==> src/rtl/uart_tx_arb.sv <==
// Two-requester round-robin arbiter feeding a UART transmitter core.
// Latches the winning byte, strobes load/ack once, then tracks frame and gap bit periods via txen.
module uart_tx_arb #(
  parameter int FRAME_BITS = 10,
  parameter int GAP_BITS   = 1
) (
  input  logic       clk_i,
  input  logic       n_rst_i,
  input  logic       txen_i,
  input  logic       req0_i,
  input  logic       req1_i,
  input  logic [7:0] data0_i,
  input  logic [7:0] data1_i,
  output logic       ack0_o,
  output logic       ack1_o,
  output logic       load_o,
  output logic [7:0] tx_data_o,
  output logic       busy_o,
  output logic       grant_o
);

  localparam int MaxBits = (FRAME_BITS > GAP_BITS) ? FRAME_BITS : GAP_BITS;
  localparam int CntW    = $clog2(MaxBits + 1);
  localparam logic [CntW-1:0] FrameLast = CntW'(FRAME_BITS - 1);
  localparam logic [CntW-1:0] GapLast   = (GAP_BITS > 0) ? CntW'(GAP_BITS - 1) : '0;

  typedef enum logic [1:0] {
    Idle,
    Load,
    Send,
    Gap
  } state_e;

  state_e          state_q, state_d;
  logic [CntW-1:0] bitCnt_q, bitCnt_d;
  logic [7:0]      txData_q, txData_d;
  logic            grant_q, grant_d;
  logic            winner;

  // Grant resets to 1 so requester 0 wins the first contention after reset.
  always_ff @(posedge clk_i or negedge n_rst_i) begin
    if (!n_rst_i) begin
      state_q  <= Idle;
      bitCnt_q <= '0;
      txData_q <= 8'h00;
      grant_q  <= 1'b1;
    end else begin
      state_q  <= state_d;
      bitCnt_q <= bitCnt_d;
      txData_q <= txData_d;
      grant_q  <= grant_d;
    end
  end

  // Strobes during selection and LOAD are deliberately ignored; counting starts in SEND.
  always_comb begin
    state_d  = state_q;
    bitCnt_d = bitCnt_q;
    txData_d = txData_q;
    grant_d  = grant_q;
    winner   = grant_q;
    case (state_q)
      Idle: begin
        if (req0_i || req1_i) begin
          winner   = (req0_i && req1_i) ? ~grant_q : req1_i;
          grant_d  = winner;
          txData_d = winner ? data1_i : data0_i;
          state_d  = Load;
        end
      end
      Load: begin
        bitCnt_d = '0;
        state_d  = Send;
      end
      Send: begin
        if (txen_i) begin
          if (bitCnt_q == FrameLast) begin
            bitCnt_d = '0;
            state_d  = (GAP_BITS > 0) ? Gap : Idle;
          end else begin
            bitCnt_d = bitCnt_q + 1'b1;
          end
        end
      end
      Gap: begin
        if (txen_i) begin
          if (bitCnt_q == GapLast) begin
            bitCnt_d = '0;
            state_d  = Idle;
          end else begin
            bitCnt_d = bitCnt_q + 1'b1;
          end
        end
      end
      default: begin
        bitCnt_d = '0;
        state_d  = Idle;
      end
    endcase
  end

  assign load_o    = (state_q == Load);
  assign ack0_o    = load_o && !grant_q;
  assign ack1_o    = load_o && grant_q;
  assign busy_o    = (state_q != Idle);
  assign tx_data_o = txData_q;
  assign grant_o   = grant_q;

endmodule

==> config.mk <==
export PLATFORM = sky130hd
export DESIGN_NAME = uart_tx_arb
export DESIGN_NICKNAME = d
export VERILOG_FILES = /design/src/rtl/uart_tx_arb.sv
export SDC_FILE = /design/constraint.sdc
export NUM_CORES = 1
export LEC_CHECK = 0
export BUFFER_PORTS_ARGS = -buffer_cell sky130_fd_sc_hd__buf_2
export CAP_MARGIN = 25
export CELL_PAD_IN_SITES_DETAIL_PLACEMENT = 2
export CELL_PAD_IN_SITES_GLOBAL_PLACEMENT = 2
export CORE_MARGIN = 4
export CORE_UTILIZATION = 32
export CTS_BUF_LIST = sky130_fd_sc_hd__clkbuf_8
export DETAILED_ROUTE_END_ITERATION = 8
export PLACE_DENSITY = 0.95
export REMOVE_ABC_BUFFERS = 1
export SYNTH_ARGS = -nofsm -noshare
export SYNTH_HDL_FRONTEND = slang
export SYNTH_SLANG_ARGS = --single-unit
==> constraint.sdc <==
create_clock -name clk_i -period 4.7 [get_ports clk_i]
set_clock_uncertainty 0.05 [all_clocks]
set_input_delay 0.47 -clock clk_i [delete_from_list [all_inputs] [get_ports clk_i]]
set_output_delay 0.47 -clock clk_i [all_outputs]
set_load 0.02 [all_outputs]
Yosys cells after proc, flatten, opt, wreduce, memory -nomap -nowiden --
Index checks and enable logic that the tools add are counted.
Operators by class: add/sub/neg operators 1, bitwise operators 1, reductions and logical operators 12, mux-type cells 13, eq/ne operators 9
Operators with widths (number):
- 4-bit 2-to-1 mux | 4
- 4-bit one-hot mux with 3 select lines | 1
- 2-bit 2-to-1 mux | 5
- 2-bit != test, second input constant | 5
- 8-bit 2-to-1 mux | 1
- 2-bit one-hot mux with 4 select lines | 1
- 5-bit AND reduction | 1
- 4-bit by 1-bit adder with 4-bit output, second input constant | 1
- 2-bit == test, second input constant | 2
- 4-bit == test, second input constant | 1
- 4-bit zero test | 1
- 1-bit logical AND | 3
- 3-bit AND reduction | 1
- 3-bit nonzero test | 1
- 2-bit by 1-bit == test with 1-bit output, second input constant | 1
- 2-bit zero test | 1
- 2-bit AND reduction | 1
- 2-bit nonzero test | 1
- 1-bit zero test | 1
- 1-bit logical OR | 1
- 1-bit 2-to-1 mux | 1
- 1-bit inverter | 1
Storage, ports and cells: word-level logic and storage cells 40, output and inout bits 13, register bits after elaboration 15, input port bits 21

Depth between registers and ports, before layout --
Gate-level depths: netlist of run 1.
depth in word-level cells 4, gate-level depth with buffers 6, depth with buffers taken out 5

Least setup slack after synthesis of run 1 --
OpenSTA, ideal clock, no wires.
path kind flip-flop to flip-flop, from register state_q[0], to register bitCnt_q[3], buffers on the path 0, stages on the path, launching flop included 6, data required time 4528 ps, clock period less this slack 1804 ps, slack 2896 ps, library setup time 122 ps, arrival time 1632 ps, cell sequence dfrtp_1 > inv_1 > ha_1 > or4b_4 > and3_4 > a32o_1
Between the ends: word-level cells in the longest chain between the ends 3, elaborated cells between the ends (all ways) 8, those cells by class eq/ne: 5; mux: 1; reduce/logical: 2
Ends and longest elaborated chain:
- start, declared | RTL line 34 | state_e state_q, state_d;
- start signal, assigned | RTL line 43 | state_q <= Idle;
- start signal, assigned | RTL line 48 | state_q <= state_d;
- 2-bit == test / 2-bit by 1-bit == test with 1-bit output (equally long branches) | RTL line 62 | case (state_q)
- 2-bit != test (no source line) / 3-bit nonzero test (equally long branches)
- 3-bit AND reduction (no source line)
- end signal, assigned | RTL line 49 | bitCnt_q <= bitCnt_d;
- end, declared | RTL line 35 | logic [CntW-1:0] bitCnt_q, bitCnt_d;
Parallel ways exist; a longest one is shown, timed or not. A chain may end at the register's enable or synchronous reset.

Worst setup path after layout of run 1 --
Same ends and word-level chain as after synthesis.

==> results of run 1 <==
[stage by stage]
step                hold slack (ns)  power [µW]  cell area, µm²  instances
floorplan                     0.124         532             892         88
global placement              0.348         640            1100        152
detailed placement            0.349         676            1100        152
CTS                          0.0806         795            1140        156
global route                 0.0915         848            1150        157
finish                       0.0759         789            1150        157
[flip-flops by register name, summed over array words and instances, names as in the netlist]
name and flops:
bitCnt_q 4, grant_o 1, state_q 2, tx_data_o 8
[cells in the mapped netlist (all sizes together)]
library cell	instances
a211oi	2
a31oi	1
or2	1
nand3	4
inv	7
o211ai	1
o22ai	1
a21boi	1
mux2i	9
mux2	1
and3	1
o21bai	1
nand4	2
nor2	1
nand2	11
a32o	1
clkbuf	2
a31o	1
o311ai	1
nor2b	1
buf	1
and4	1
nand4bb	1
a21oi	2
or4b	1
dfrtp	14
and2	1
o21ai	10
dfstp	1
or3b	1
ha	7
a21o	1
[critical path, delay by kind of cell, from the launching register on]
kind / cells / cell delay, ns
buffers and inverters: 1 / 0.12
adder cells (fa/ha/maj): 1 / 0.26
AO/OA/AOI/OAI: 1 / 0.21
AND/OR/NAND/NOR: 2 / 0.79
flip-flops: 1 / 0.44
[per-layer routing]
metal	GRT usage	vias up	wire, µm
met5	0	-	0
met4	0.0433	0	19
met3	0.0231	2	70
met1	0.205	427	1270
met2	0.310	17	1650
li1	-	395	-
[layout make-up]
class,count,area share
tap,31,0.0338
inverter,7,0.0229
sequential,15,0.328
clock buffer,3,0.0359
multi-input combinational,66,0.426
timing repair buffer,34,0.150
clock inverter,1,0.00327
[cells by family after synthesis]
family / after synthesis
simple gates: 26
compound gates: 23
buf+inv: 10
fa+ha+maj: 7
flops: 15
mux: 10
[where the power goes]
group | switching, µW | internal [µW] | leakage [µW]
registers | 53.1 | 189 | 0.000189
clock network | 47.9 | 57.9 | 0.0000269
logic | 267 | 174 | 0.000363
total | 368 | 421 | 0.000578
[how the worst min path moves through the flow]
stage                       start           end  slack [ns]  cells past startpoint
after floorplan           n_rst_i   bitCnt_q[0]        0.12                      0
after global placement    n_rst_i  tx_data_o[4]        0.35                      1
final                     n_rst_i   bitCnt_q[3]        0.08                      1
after global routing      n_rst_i   bitCnt_q[1]        0.09                      1
after CTS                 n_rst_i    state_q[0]        0.08                      1
after detailed placement  n_rst_i   bitCnt_q[3]        0.35                      1
==> key figures, run 1 <==
Routing
  – Final wirelength: 3.01 mm
  – DRC: 0
  – Drt via density: 5.36
  – WL/cell: 19.1 µm
  – Detail Route Antenna Nets: 0
  – Total number of vias: 841
  – Initial drt markers: 51
  – First-pass iteration count of the detailed router: 4

Synthesis
  – Synthesized area: 905 µm²
  – Synth Area in Compound Gates: 0.166
  – Synth warnings: 0
  – Synth area leaders: dfrtp_1, mux2i_1, ha_1
  – Xor/xnor share of the synthesized area: 0
  – Post-synthesis adder-cell area fraction: 0.0968
  – Post-synthesis simple-gate area fraction: 0.166
  – Avg Cell Area, Syn: 9.94 µm²
  – Synth Register Bits: 15
  – Area leader, netlist: dfrtp_1
  – Largest family of logic cells by synthesized area: compound AO/OA/AOI/OAI gates
  – Multiplexer share of the synthesized area: 0.112
  – Part of the Yosys area used for sequential elements: 0.416
  – Cells after synthesis: 91
  – Synth top area share: 0.387
  – Post-synth cell types: 33

Clocking
  – CTS tree: yes
  – CTS max path bufs: 2
  – Clock H-tree levels: 1
  – Worst-Skew Late Latency: 0.25 ns
  – CTS root buffer: clkbuf_8
  – Setup bufs post-CTS: 0
  – Clock sink count: 15
  – Cts bufs inserted: 3
  – Clk slew on worst S/H paths: 0.07 ns
  – Resized Gates After CTS: 0
  – Hold-fix buffers, CTS: 0

Die
  – Number of I/O pins: 34
  – Core Rows: 19
  – Die Y: 61.2 µm
  – Die ar.: 3740 µm²
  – Die W: 61.2 µm
  – Starting Density: 0.331
  – Core Area: 2730 µm²

STA
  – Actual slew at the worst max-slew pin: 0.983 ns
  – Fmax: 506 MHz
  – Hold Fails Final Rpt: 0
  – Unrepaired setup endpoints after global routing: no
  – Setup TNS: 0 ns
  – Relative slew slack: 0.343
  – Final min period: 1.97 ns
  – Slew Limit Fails: 0
  – Final setup margin: 2.73 ns
  – Period utilization: 0.420
  – Number of setup violations in the final report: 0

Place
  – Routability cong.: 0.757
  – Setup WS pre-CTS: 2.68 ns
  – Port Buffers: 33
  – DP HPWL: 2.23 mm

Worst setup path
  – RR Endpoint: bitCnt_q[3]
  – CP Launch Point: state_q[0]
  – Kind of start point of the critical path: register
  – Crit path cell chain: inv_1, ha_1, or4b_4, and3_4, a32o_1
  – Crit path capture type: register
  – RR Startpoint: state_q[0]
  – Worst Path Arrival: 2.07 ns
  – Crit Path Category: reg2reg
  – Critical Path RT: 4.79 ns
  – Capture point of the worst path: bitCnt_q[3]
  – Worst-path fanout max: 6
  – Reg2Reg Depth: 5
  – R2r setup slk: 2.73 ns
  – Crit-path max cell delay: 0.59 ns
  – CP max-delay cell: or4b_4

Finish
  – Commonest non-fill, non-tap cell in the layout: buf_2
  – Layout Utilization: 0.420
  – Nets: 155
  – Area of the multi-input gates: 489 µm²
  – Area growth syn-to-layout: 27.0%
  – Fill count: 303
  – Most frequent cells in the layout: buf_2, dfrtp_1, nand2_1, o21ai_1, mux2i_1
  – Diodes inserted: 0
  – Register area: 377 µm²
  – Share of cells above drive strength 1: 0.341

Global route
  – GR Overflow Total: 0
  – Largest net degree at the start of global routing: 17
  – GRT Util Overall: 0.169
  – Global-route wire length before repair: 4.66 mm
  – Initial antenna violation count: 0
  – Vias in the first global route: 943

Hold path
  – Hold Path Class: in2async

Power and ir drop
  – Leak: 0.000578 µW
  – Cell Pwr Density: 687 nW/µm²
  – Max rail drop VDD: 382 µV

Flow run
  – Maxcap violations: 0

Outcome
  – Status: finished, final reports clean
(Power assumes the default switching activity.)
==> inputs of run 2 (changes only) <==
--- a/config.mk
+++ b/config.mk
@@ -5,15 +5,16 @@
 export SDC_FILE = /design/constraint.sdc
 export NUM_CORES = 1
 export LEC_CHECK = 0
+export ABC_AREA = 1
 export BUFFER_PORTS_ARGS = -buffer_cell sky130_fd_sc_hd__buf_2
 export CAP_MARGIN = 25
 export CELL_PAD_IN_SITES_DETAIL_PLACEMENT = 2
 export CELL_PAD_IN_SITES_GLOBAL_PLACEMENT = 2
 export CORE_MARGIN = 4
-export CORE_UTILIZATION = 32
+export CORE_UTILIZATION = 24
 export CTS_BUF_LIST = sky130_fd_sc_hd__clkbuf_8
 export DETAILED_ROUTE_END_ITERATION = 8
-export PLACE_DENSITY = 0.95
+export PLACE_DENSITY = 0.85
 export REMOVE_ABC_BUFFERS = 1
 export SYNTH_ARGS = -nofsm -noshare
 export SYNTH_HDL_FRONTEND = slang
==> constraint.sdc (replaced) <==
create_clock -name clk_i -period 1.8 [get_ports clk_i]
set_clock_uncertainty 0.05 [all_clocks]
set_input_delay 0.18 -clock clk_i [delete_from_list [all_inputs] [get_ports clk_i]]
set_output_delay 0.18 -clock clk_i [all_outputs]
set_load 0.02 [all_outputs]
==> run 2 against run 1 <==
  * Design area rose by 5.4%
  * Total power grew 150%
  * Critical path type is now reg2out
  * Global-route usage shrank 4.3 points
  * Area after synthesis increased by 3.5%
  * Wire length rose by 1.5%
==> key figures, run 2 <==
Clocking
  – CTS max path bufs: 2
  – Clk slew on worst S/H paths: 0.06 ns
  – CTS root buffer: clkbuf_8
  – Clock sink count: 15
  – Cts bufs inserted: 3
  – Clock H-tree levels: 1
  – Worst-Skew Late Latency: 0.24 ns
  – CTS tree: yes
  – Resized Gates After CTS: 0

Synthesis
  – Ys async rst share: 1.00
  – Area leader, netlist: dfrtp_1
  – EDFF count, synth: 0
  – Avg Cell Area, Syn: 7.37 µm²
  – Synth top area share: 0.374
  – Synth area leaders: dfrtp_1, nand2_1, ha_1
  – Cells after synthesis: 127
  – Count leader, synth: nand2_1
  – Post-synth top cells: nand2_1, inv_1, nor2_1
  – Synthesized area: 936 µm²
  – Main synth FF type: dfrtp_1
  – Synth Register Bits: 15
  – Post-synth cell types: 16
  – Part of the Yosys area used for sequential elements: 0.402
  – Synth warnings: 0

Global route
  – Global-route wire length before repair: 5.03 mm
  – GR Util met2: 0.240
  – Top Usage Layer GRT: met2
  – Met3 Use GR: 0.0302
  – Vias in the first global route: 1,113
  – Initial antenna violation count: 0
  – Largest net degree at the start of global routing: 16
  – GR Overflow Total: 0
  – Grt met1 use: 0.139
  – GRT Util Overall: 0.126

Routing
  – Detail Route Antenna Nets: 0
  – Final wirelength: 3.05 mm
  – Drt via density: 4.55
  – Initial drt markers: 8
  – DRC: 0
  – First-pass iteration count of the detailed router: 4
  – WL/cell: 14.4 µm
  – Total number of vias: 964

STA
  – Hold slack: 0.142 ns
  – Slew Limit Fails: 0
  – Final min period: 1.57 ns
  – Relative slew slack: 0.722
  – Period utilization: 0.870
  – Actual slew at the worst max-slew pin: 0.414 ns
  – Number of setup violations in the final report: 0
  – Fmax: 639 MHz
  – Unrepaired setup endpoints after global routing: no
  – Hold Fails Final Rpt: 0
  – Setup TNS: 0 ns

Finish
  – Nets: 193
  – Max reg flops: 8
  – Share of cells above drive strength 1: 0.262
  – Commonest non-fill, non-tap cell in the layout: nand2_1
  – Layout Utilization: 0.326
  – Diodes inserted: 0
  – Area growth syn-to-layout: 29.4%
  – Cell area after layout: 1210 µm²
  – Most frequent cells in the layout: nand2_1, buf_2, inv_1, nor2_1, dfrtp_1
  – Fill count: 469

Die
  – Core Rows: 22
  – Core Area: 3720 µm²
  – Die W: 70.4 µm
  – Die ar.: 4960 µm²
  – Die Y: 70.4 µm
  – Starting Density: 0.252
  – Number of I/O pins: 34

Power and ir drop
  – Cell Pwr Density: 1620 nW/µm²
  – Max rail drop VDD: 549 µV
  – Total Power: 1960 µW
  – Leak: 0.000674 µW

Worst setup path
  – CP Launch Point: state_q[0]
  – R2r setup slk: 0.27 ns
  – Critical Path RT: 1.57 ns
  – Worst Path Arrival: 1.34 ns
  – Reg2Reg Depth: 7
  – Kind of start point of the critical path: register
  – Capture point of the worst path: busy_o
  – CP max-delay cell: dfrtp_1
  – Crit Path Category: reg2out
  – Crit path cell chain: inv_1, ha_1, inv_1, buf_2
  – Worst-path fanout max: 4
  – Crit path capture type: output port
  – RR Startpoint: state_q[1]
  – WP depth: 4
  – RR Endpoint: tx_data_o[6]
  – CP delay by family, top: buffers and inverters
  – Crit-path max cell delay: 0.40 ns
  – Most used cell along the critical path: inv_1
  – Critical path buffer and inverter count: 3

Place
  – DP HPWL: 2.62 mm
  – Port Buffers: 33
  – Placed inst area: 1160 µm²
  – Routability cong.: 0.808

Outcome
  – Status: finished, final reports clean

Flow run
  – Maxcap violations: 0

Hold path
  – Hold Path Class: in2reg
run 2: cell types whose count changed in the layout (fill, tap and decap cells not counted), moves of 2 or more:
cell,change
o21ai_0,+10
nand3_1,+6
inv_1,+8
mux2i_1,-9
nand2_1,+23
a21oi_4,+2
inv_2,+3
nor2_1,+14
run 2: worst min-delay path by stage:
stage               start  slack [ns]  cells after the start            to
6_report       data1_i[4]        0.14                      3  tx_data_o[4]
5_1_grt        data1_i[0]        0.17                      3  tx_data_o[0]
4_1_cts        data1_i[4]        0.14                      3  tx_data_o[4]
3_5_place_dp      n_rst_i        0.06                      1  tx_data_o[7]
3_3_place_gp      n_rst_i        0.05                      1  tx_data_o[3]
2_1_floorplan     n_rst_i       -0.17                      0   bitCnt_q[0]
run 2: metal layers:
metal,wire length (µm),up-vias,share of wire
met3,171,2,0.056
met4,19,0,0.0062
li1,-,478,-
met1,1250,456,0.41
met2,1610,28,0.53
met5,0,-,0
run 2: worst register-to-register path, cell delays in order (launching register included):
cell and delay [ns]:
dfrtp_1 0.42, inv_1 0.12, ha_1 0.20, inv_1 0.11
a21oi_4 0.23, inv_2 0.14, nand2_1 0.09, o21ai_1 0.06
run 2: cell type report:
class                      instances  area, µm²  area share
clock inverter                     1       3.75     0.00310
sequential                        15        377       0.311
tap                               48       60.1      0.0496
inverter                          18       67.6      0.0558
timing repair buffer              34        175       0.145
clock buffer                       3       41.3      0.0341
multi-input combinational         93        487       0.402
run 2: logic make-up (layout without fill, tap and decap cells):
group / Yosys count / in the layout / share of synthesized area
AOI/OAI and AO/OA: 25 / 25 / 0.163
and+or+nand+nor: 61 / 61 / 0.263
DFF: 15 / 15 / 0.402
buffers and inverters: 19 / 56 / 0.0775
adders and majority gates: 7 / 7 / 0.0936
run 2: metrics by stage:
| step | setup slack [ns] | cells |
|---|---|---|
| after detailed placement | 0.281 | 207 |
| after CTS | 0.214 | 212 |
| after global placement | 0.399 | 207 |
| after floorplan | 0.440 | 126 |
| after global routing | 0.114 | 212 |
| final | 0.234 | 212 |
run 2: repair_timing:
action                                  CTS  global route
endpoints found under the setup margin    0             0
buffers inserted                          0             0
endpoints found under the hold margin    14             0
hold buffers                              1             0
run 2: where the power goes:
group	leakage (µW)	switching, µW	internal [µW]
clock network	0.0000269	117	151
logic	0.000460	722	356
registers	0.000187	127	490
total	0.000674	966	997
